File: src/rtl/tlul_csr_host.sv
// TL-UL host for the access-control CSR port: turns single-word read/write
// commands into Get/PutFullData/PutPartialData requests and returns the
// checked D-channel response, with an optional response timeout.
//
// state  | meaning
// IDLE   | ready for a command
// A_SEND | request held on the A channel until a_ready
// D_WAIT | waiting for the matching D beat, timeout counter running
// RESP   | one-cycle response strobe, source tag advances

package tlul_pkg;
  localparam int TL_AW  = 32;
  localparam int TL_DW  = 32;
  localparam int TL_AIW = 8;
  localparam int TL_DIW = 1;
  localparam int TL_DBW = 4;
  localparam int TL_SZW = 2;

  localparam logic [2:0] PUT_FULL_DATA    = 3'h0;
  localparam logic [2:0] PUT_PARTIAL_DATA = 3'h1;
  localparam logic [2:0] GET              = 3'h4;
  localparam logic [2:0] ACCESS_ACK       = 3'h0;
  localparam logic [2:0] ACCESS_ACK_DATA  = 3'h1;

  typedef struct packed {
    logic              a_valid;
    logic [2:0]        a_opcode;
    logic [2:0]        a_param;
    logic [TL_SZW-1:0] a_size;
    logic [TL_AIW-1:0] a_source;
    logic [TL_AW-1:0]  a_address;
    logic [TL_DBW-1:0] a_mask;
    logic [TL_DW-1:0]  a_data;
    logic              d_ready;
  } tl_h2d_t;

  typedef struct packed {
    logic              d_valid;
    logic [2:0]        d_opcode;
    logic [2:0]        d_param;
    logic [TL_SZW-1:0] d_size;
    logic [TL_AIW-1:0] d_source;
    logic [TL_DIW-1:0] d_sink;
    logic [TL_DW-1:0]  d_data;
    logic              d_error;
    logic              a_ready;
  } tl_d2h_t;
endpackage

module tlul_csr_host #(
  parameter int SRC_W          = 8,
  parameter int TIMEOUT_CYCLES = 256,
  parameter int CNT_W          = 16
) (
  input  logic               clk,
  input  logic               rst,
  input  logic               cmd_valid,
  output logic               cmd_ready,
  input  logic               cmd_we,
  input  logic [31:0]        cmd_addr,
  input  logic [31:0]        cmd_wdata,
  input  logic [3:0]         cmd_be,
  output logic               rsp_valid,
  output logic [31:0]        rsp_rdata,
  output logic               rsp_err,
  output logic               rsp_timeout,
  output logic               busy,
  output tlul_pkg::tl_h2d_t  tl_h2d_o,
  input  tlul_pkg::tl_d2h_t  tl_d2h_i
);
  import tlul_pkg::*;

  typedef enum logic [1:0] {IDLE, A_SEND, D_WAIT, RESP} state_e;

  // Last D_WAIT count before expiry; unused when the timeout is disabled.
  localparam logic [CNT_W-1:0] TO_LAST =
    (TIMEOUT_CYCLES == 0) ? '0 : CNT_W'(TIMEOUT_CYCLES - 1);

  state_e            state_q, state_d;
  logic [SRC_W-1:0]  src_q;
  logic [CNT_W-1:0]  cnt_q;
  logic              we_q;
  logic [2:0]        opcode_q;
  logic [31:0]       addr_q;
  logic [31:0]       data_q;
  logic [3:0]        mask_q;
  logic              rsp_err_q;
  logic              rsp_timeout_q;
  logic [31:0]       rsp_rdata_q;

  logic              d_ready;
  logic              cmd_hs;
  logic              a_hs;
  logic              d_hs;
  logic              mismatch;
  logic              d_err;
  logic              timeout_hit;

  logic unused_in;
  assign unused_in = ^{cmd_addr[1:0], tl_d2h_i.d_param, tl_d2h_i.d_size,
                       tl_d2h_i.d_sink};

  // D-channel acceptance and response checking.
  always_comb begin
    d_ready     = !rst;
    d_hs        = tl_d2h_i.d_valid && d_ready;
    mismatch    = (tl_d2h_i.d_source != TL_AIW'(src_q)) ||
                  (tl_d2h_i.d_opcode != (we_q ? ACCESS_ACK : ACCESS_ACK_DATA));
    d_err       = tl_d2h_i.d_error || mismatch;
    timeout_hit = (TIMEOUT_CYCLES != 0) && (cnt_q == TO_LAST) && !d_hs;
  end

  // State register.
  always_ff @(posedge clk) begin
    if (rst) state_q <= IDLE;
    else     state_q <= state_d;
  end

  // Next-state decode and bus/command outputs.
  always_comb begin
    state_d   = state_q;
    cmd_ready = 1'b0;
    case (state_q)
      IDLE: begin
        cmd_ready = !rst;
        if (cmd_valid && !rst) state_d = A_SEND;
      end
      A_SEND: if (tl_d2h_i.a_ready) state_d = D_WAIT;
      D_WAIT: if (d_hs || timeout_hit) state_d = RESP;
      RESP:   state_d = IDLE;
      default: state_d = IDLE;
    endcase
    cmd_hs = cmd_valid && cmd_ready;
    a_hs   = (state_q == A_SEND) && tl_d2h_i.a_ready;

    tl_h2d_o           = '0;
    tl_h2d_o.a_valid   = (state_q == A_SEND);
    tl_h2d_o.a_opcode  = opcode_q;
    tl_h2d_o.a_size    = 2'd2;
    tl_h2d_o.a_source  = TL_AIW'(src_q);
    tl_h2d_o.a_address = addr_q;
    tl_h2d_o.a_mask    = mask_q;
    tl_h2d_o.a_data    = data_q;
    tl_h2d_o.d_ready   = d_ready;

    busy        = (state_q != IDLE);
    rsp_valid   = (state_q == RESP);
    rsp_err     = rsp_err_q;
    rsp_timeout = rsp_timeout_q;
    rsp_rdata   = rsp_rdata_q;
  end

  // Command capture, timeout counter, response capture and source tag.
  always_ff @(posedge clk) begin
    if (rst) begin
      src_q         <= '0;
      cnt_q         <= '0;
      we_q          <= 1'b0;
      opcode_q      <= 3'h0;
      addr_q        <= '0;
      data_q        <= '0;
      mask_q        <= '0;
      rsp_err_q     <= 1'b0;
      rsp_timeout_q <= 1'b0;
      rsp_rdata_q   <= '0;
    end else begin
      if (cmd_hs) begin
        we_q     <= cmd_we;
        opcode_q <= !cmd_we ? GET :
                    (cmd_be == 4'hF) ? PUT_FULL_DATA : PUT_PARTIAL_DATA;
        addr_q   <= {cmd_addr[31:2], 2'b00};
        mask_q   <= cmd_we ? cmd_be : 4'hF;
        data_q   <= cmd_we ? cmd_wdata : 32'h0;
      end

      if (a_hs)                   cnt_q <= '0;
      else if (state_q == D_WAIT) cnt_q <= cnt_q + 1'b1;

      if (state_q == D_WAIT) begin
        if (d_hs) begin
          rsp_err_q     <= d_err;
          rsp_timeout_q <= 1'b0;
          rsp_rdata_q   <= (!we_q && !d_err) ? tl_d2h_i.d_data : 32'h0;
        end else if (timeout_hit) begin
          rsp_err_q     <= 1'b1;
          rsp_timeout_q <= 1'b1;
          rsp_rdata_q   <= 32'h0;
        end
      end

      if (state_q == RESP) src_q <= src_q + 1'b1;
    end
  end

endmodule

File: config.mk
export PLATFORM = sky130hd
export DESIGN_NAME = tlul_csr_host
export DESIGN_NICKNAME = d
export VERILOG_FILES = /design/src/rtl/tlul_csr_host.sv
export SDC_FILE = /design/constraint.sdc
export NUM_CORES = 1
export LEC_CHECK = 0
export ABC_AREA = 0
export BUFFER_PORTS_ARGS = -buffer_cell sky130_fd_sc_hd__clkbuf_2
export CORE_MARGIN = 4
export CORE_UTILIZATION = 29
export DETAILED_ROUTE_END_ITERATION = 16
export PLACE_DENSITY = 0.51
export SLEW_MARGIN = 10
export SYNTH_ARGS = -nofsm -noshare
export SYNTH_HDL_FRONTEND = slang
export SYNTH_SLANG_ARGS = --single-unit
File: constraint.sdc
create_clock -name clk -period 6.6 [get_ports clk]
set_clock_uncertainty 0.05 [all_clocks]
set_input_delay 1.32 -clock clk [delete_from_list [all_inputs] [get_ports clk]]
set_output_delay 1.32 -clock clk [all_outputs]
set_load 0.005 [all_outputs]
=== Yosys cells after proc, flatten, opt, wreduce, memory -nomap -nowiden ===
Cells that the tools add are included.

* Flip-flop bits (word level): 130
* Input port bits: 124
* Output and inout bits: 123
* Logic and storage cells: 58

* Add/subtract/negate cells: 2
* Equality and inequality tests: 10
* Multiplexer cells: 16
* Reduce and logical (&&, ||, !) cells: 19

{| class="wikitable"
|+ Operator list
! operator !! count
|-
| $mux 32 || 4
|-
| $add 16x1->16 const B || 1
|-
| $eq 16x8->1 const B || 1
|-
| $add 8x1->8 const B || 1
|-
| $ne 8x8->1 || 1
|-
| $pmux 2 s4 || 1
|-
| $logic_and 1x1->1 || 6
|-
| $mux 1 || 6
|-
| $mux 2 || 3
|-
| $eq 2x2->1 const B || 2
|-
| $eq 4x4->1 const B || 1
|-
| $logic_not 1->1 || 4
|-
| $mux 4 || 1
|-
| $ne 2x2->1 const B || 2
|-
| $reduce_bool 2->1 || 2
|-
| $logic_or 1x1->1 || 3
|-
| $mux 3 || 1
|-
| $ne 3x1->1 || 1
|-
| $reduce_and 3->1 || 1
|-
| $eq 2x1->1 const B || 1
|-
| $logic_not 2->1 || 1
|-
| $ne 2x1->1 const B || 1
|-
| $reduce_and 2->1 || 1
|-
| $reduce_or 2->1 || 1
|}

=== Depth between registers and ports, before layout ===
* Word-level depth: 8
* Mapped depth: 8
* Depth with buffers taken out: 6

=== Least setup slack after synthesis ===
Ideal clock, no wire load.

* Path type: input-to-output
* Start point: in rst
* End point: out tl_h2d_o[0] (netlist name)
* Data arrival time: 2.057 ns
* Data required time: 5.230 ns
* Path slack: 3.173 ns
* Stages: 4
* Buffers on the path: 3
* Cells stage by stage: clkbuf_1 > inv_2 > clkbuf_1 > buf_4

* Longest elaborated chain between the ends: 1

{| class="wikitable"
|+ Ends and longest elaborated chain
! what !! line !! RTL
|-
| start: declaration || 56 || <nowiki>input logic rst,</nowiki>
|-
| $logic_not 1->1 || 105 || <nowiki>d_ready = !rst;</nowiki>
|-
| end: declaration || 68 || <nowiki>output tlul_pkg::tl_h2d_t tl_h2d_o,</nowiki>
|}

No other way between the ends.

==> flow_summary.ini <==
[run_status]
status = complete, no violations

[worst_setup_path]
worstPathRequired_ps = 5230
path_cells = buf_4 > inv_2 > clkbuf_2
reg2reg_from = state_q[0]
critPathLaunch = rst
worst-path-max-fanout = 37
worst_setup_path_end_kind = primary output
crit_end = tl_h2d_o[0]
critPathArrivalTime_ps = 2100
ff2ff_path_depth = 7
critical-path-max-stage-delay_ps = 350
startpoint_type = input port
worstReg2RegEnd = rsp_rdata[0]
cpMaxStageDelayCell = buf_4
r2r_slack_ps = 3970
critical_path_class = in -> out

[route]
drt_iter0_drc = 145
wl_per_cell_um = 14.4
vias = 4935
drtPass1Iterations = 6
ant_nets = 0
drc = 0
routed_wirelength_um = 15600
vias_per_cell = 4.58

[power]
power_density_nw_per_um2 = 297
ir_drop_uv = 157
power_leakage_nw = 3.38
power_mw = 2.15

[placement]
gp_congestion = 0.734
portBuffers = 230
dpl_worst_slack_ps = 2970
dpl-instance-area_um2 = 6700
dp_cells = 1046
dp_hpwl_um = 10700

[clocking]
htreeDepth = 4
clk_pin_slew_ps = 60
clock-sinks = 129
clk_latency_ps = 410
clock_path_buffers = 2
cts.repair.resized = 0
cts_buffers = 17
post_cts_buffers = 0
cts-hold-fix-buffers = 0
cts-root-buf = clkbuf_16
cts_tree = yes

[synthesis]
synth.area.top_cells = dfxtp_1 (47%), nand2_1 (9.7%), o32ai_2 (8.3%)
synth_common_cells = nand2_1 (141), dfxtp_1 (129), nand3_1 (65), a21oi_1 (49), inv_1 (41)
yosysTopAreaCell = dfxtp_1
synth_area_um2 = 5470
synthCells = 630
synth_seq_cells = 129
synth_edf_count = 0
yosysSeqAreaShare = 0.472
synth_most_common_cell = nand2_1
ys_types = 44
async_reset_ff_frac = 0
synth_ff_type = dfxtp_1
syn_avg_cell_area_um2 = 8.68
synth_warnings = 0
synth_top_area_frac = 0.472

[timing]
worstMarginPinSlew_ps = 811
finalSetupTns_ps = 0
fmax_mhz = 288
slew_viol_final = 0
setup_ws_ps = 3130
final_hold_viol_count = 0
min_period_ps = 3470
slew_headroom = 0.459
rsz0062_at_grt = no
finalCritPeriodShare = 0.526
setup_viol_count_final = 0

[die]
die_area_um2 = 21100
core_area_um2 = 18300
fp.dieH_um = 145
start_util = 0.299
ioPinCount = 247
rows = 49
die_x_um = 145

[grt]
track_usage = 0.146
grt_remaining_overflow = 0
antenna_found_initial = 0
grt_max_degree = 73
grt_pass1_vias = 4852
grt_pass1_wl_um = 25500

[final_layout]
instances_no_fill = 1078
antenna_cells = 0
drive_gt1_frac = 0.362
stdcell_area_um2 = 7240
area_growth_pct = 32.4
nets = 967

[hold_path]
min_path_type = reg -> reg

[flow_run]
cap_violations = 0
==> final cells by class <==
class	instances	area [um2]
inverter	42	158
fill	1926	11000
timing repair buffer	236	1200
tap	229	287
clock buffer	18	439
multi-input combinational	410	2470
clock inverter	14	108
sequential	129	2580
==> sequential cells by signal, summed over array words and instances (netlist names), 2 cells and up <==
register and flops:
addr_q 30, state_q 2, data_q 32, cnt_q 16, mask_q 4, opcode_q 2, rsp_rdata 32, src_q 8
==> worst max-delay path, delay by kind of cell <==
kind / cells / cell delay [ps]
buffers and inverters: 3 / 760
==> report_power, final <==
| group | switching, mW | internal (mW) |
|---|---|---|
| combinational | 0.238 | 0.155 |
| clock | 0.374 | 0.494 |
| sequential | 0.0406 | 0.853 |
| total | 0.652 | 1.50 |
==> logic make-up after synthesis <==
| group | Yosys count | synth area share |
|---|---|---|
| simple gates | 270 | 0.224 |
| flops | 129 | 0.472 |
| compound gates | 99 | 0.164 |
| buf+inv | 97 | 0.0805 |
| xor+xnor | 23 | 0.0368 |
| fa+ha+maj | 7 | 0.0160 |
| mux | 3 | 0.00549 |
| other cells | 2 | 0.00137 |
==> layer usage <==
| layer | GRT usage | part of all wire |
|---|---|---|
| met2 | 0.235 | 0.46 |
| met1 | 0.183 | 0.45 |
| met5 | 0 | 0 |
| met4 | 0.0427 | 0.012 |
| met3 | 0.0549 | 0.075 |
==> stage by stage <==
stage                util  hold WS [ps]
floorplan               -           397
global placement    0.366           390
detailed placement  0.366           392
CTS                 0.396           401
global route        0.396           418
finish              0.396           400
==> worst min path at each step <==
stage          slack (ps)  cells after the start          to       start
2_1_floorplan         400                      2   cnt_q[15]   cnt_q[15]
3_3_place_gp          390                      2  data_q[19]  data_q[19]
3_5_place_dp          390                      2   data_q[2]   data_q[2]
4_1_cts               400                      2   data_q[2]   data_q[2]
5_1_grt               420                      2   data_q[0]   data_q[0]
6_report              400                      2  data_q[16]  data_q[16]
==> placed cells by master (no fill, tap or decap), types with 3 or more instances in the layout <==
cell / count
a31o_2: 3
clkbuf_2: 229
inv_1: 41
xnor2_1: 9
clkbuf_16: 17
clkinvlp_4: 6
ha_1: 7
a31oi_1: 4
nand3_1: 65
or3_1: 4
o21ai_0: 6
nand4_1: 9
nor2_1: 25
o32ai_2: 28
a21oi_1: 49
conb_1: 8
and2_1: 4
mux2i_1: 3
and3_1: 3
dfxtp_1: 129
xor2_1: 14
nand2_1: 141
buf_4: 7
inv_6: 4
Note: power is estimated with default switching activity, not from simulation.
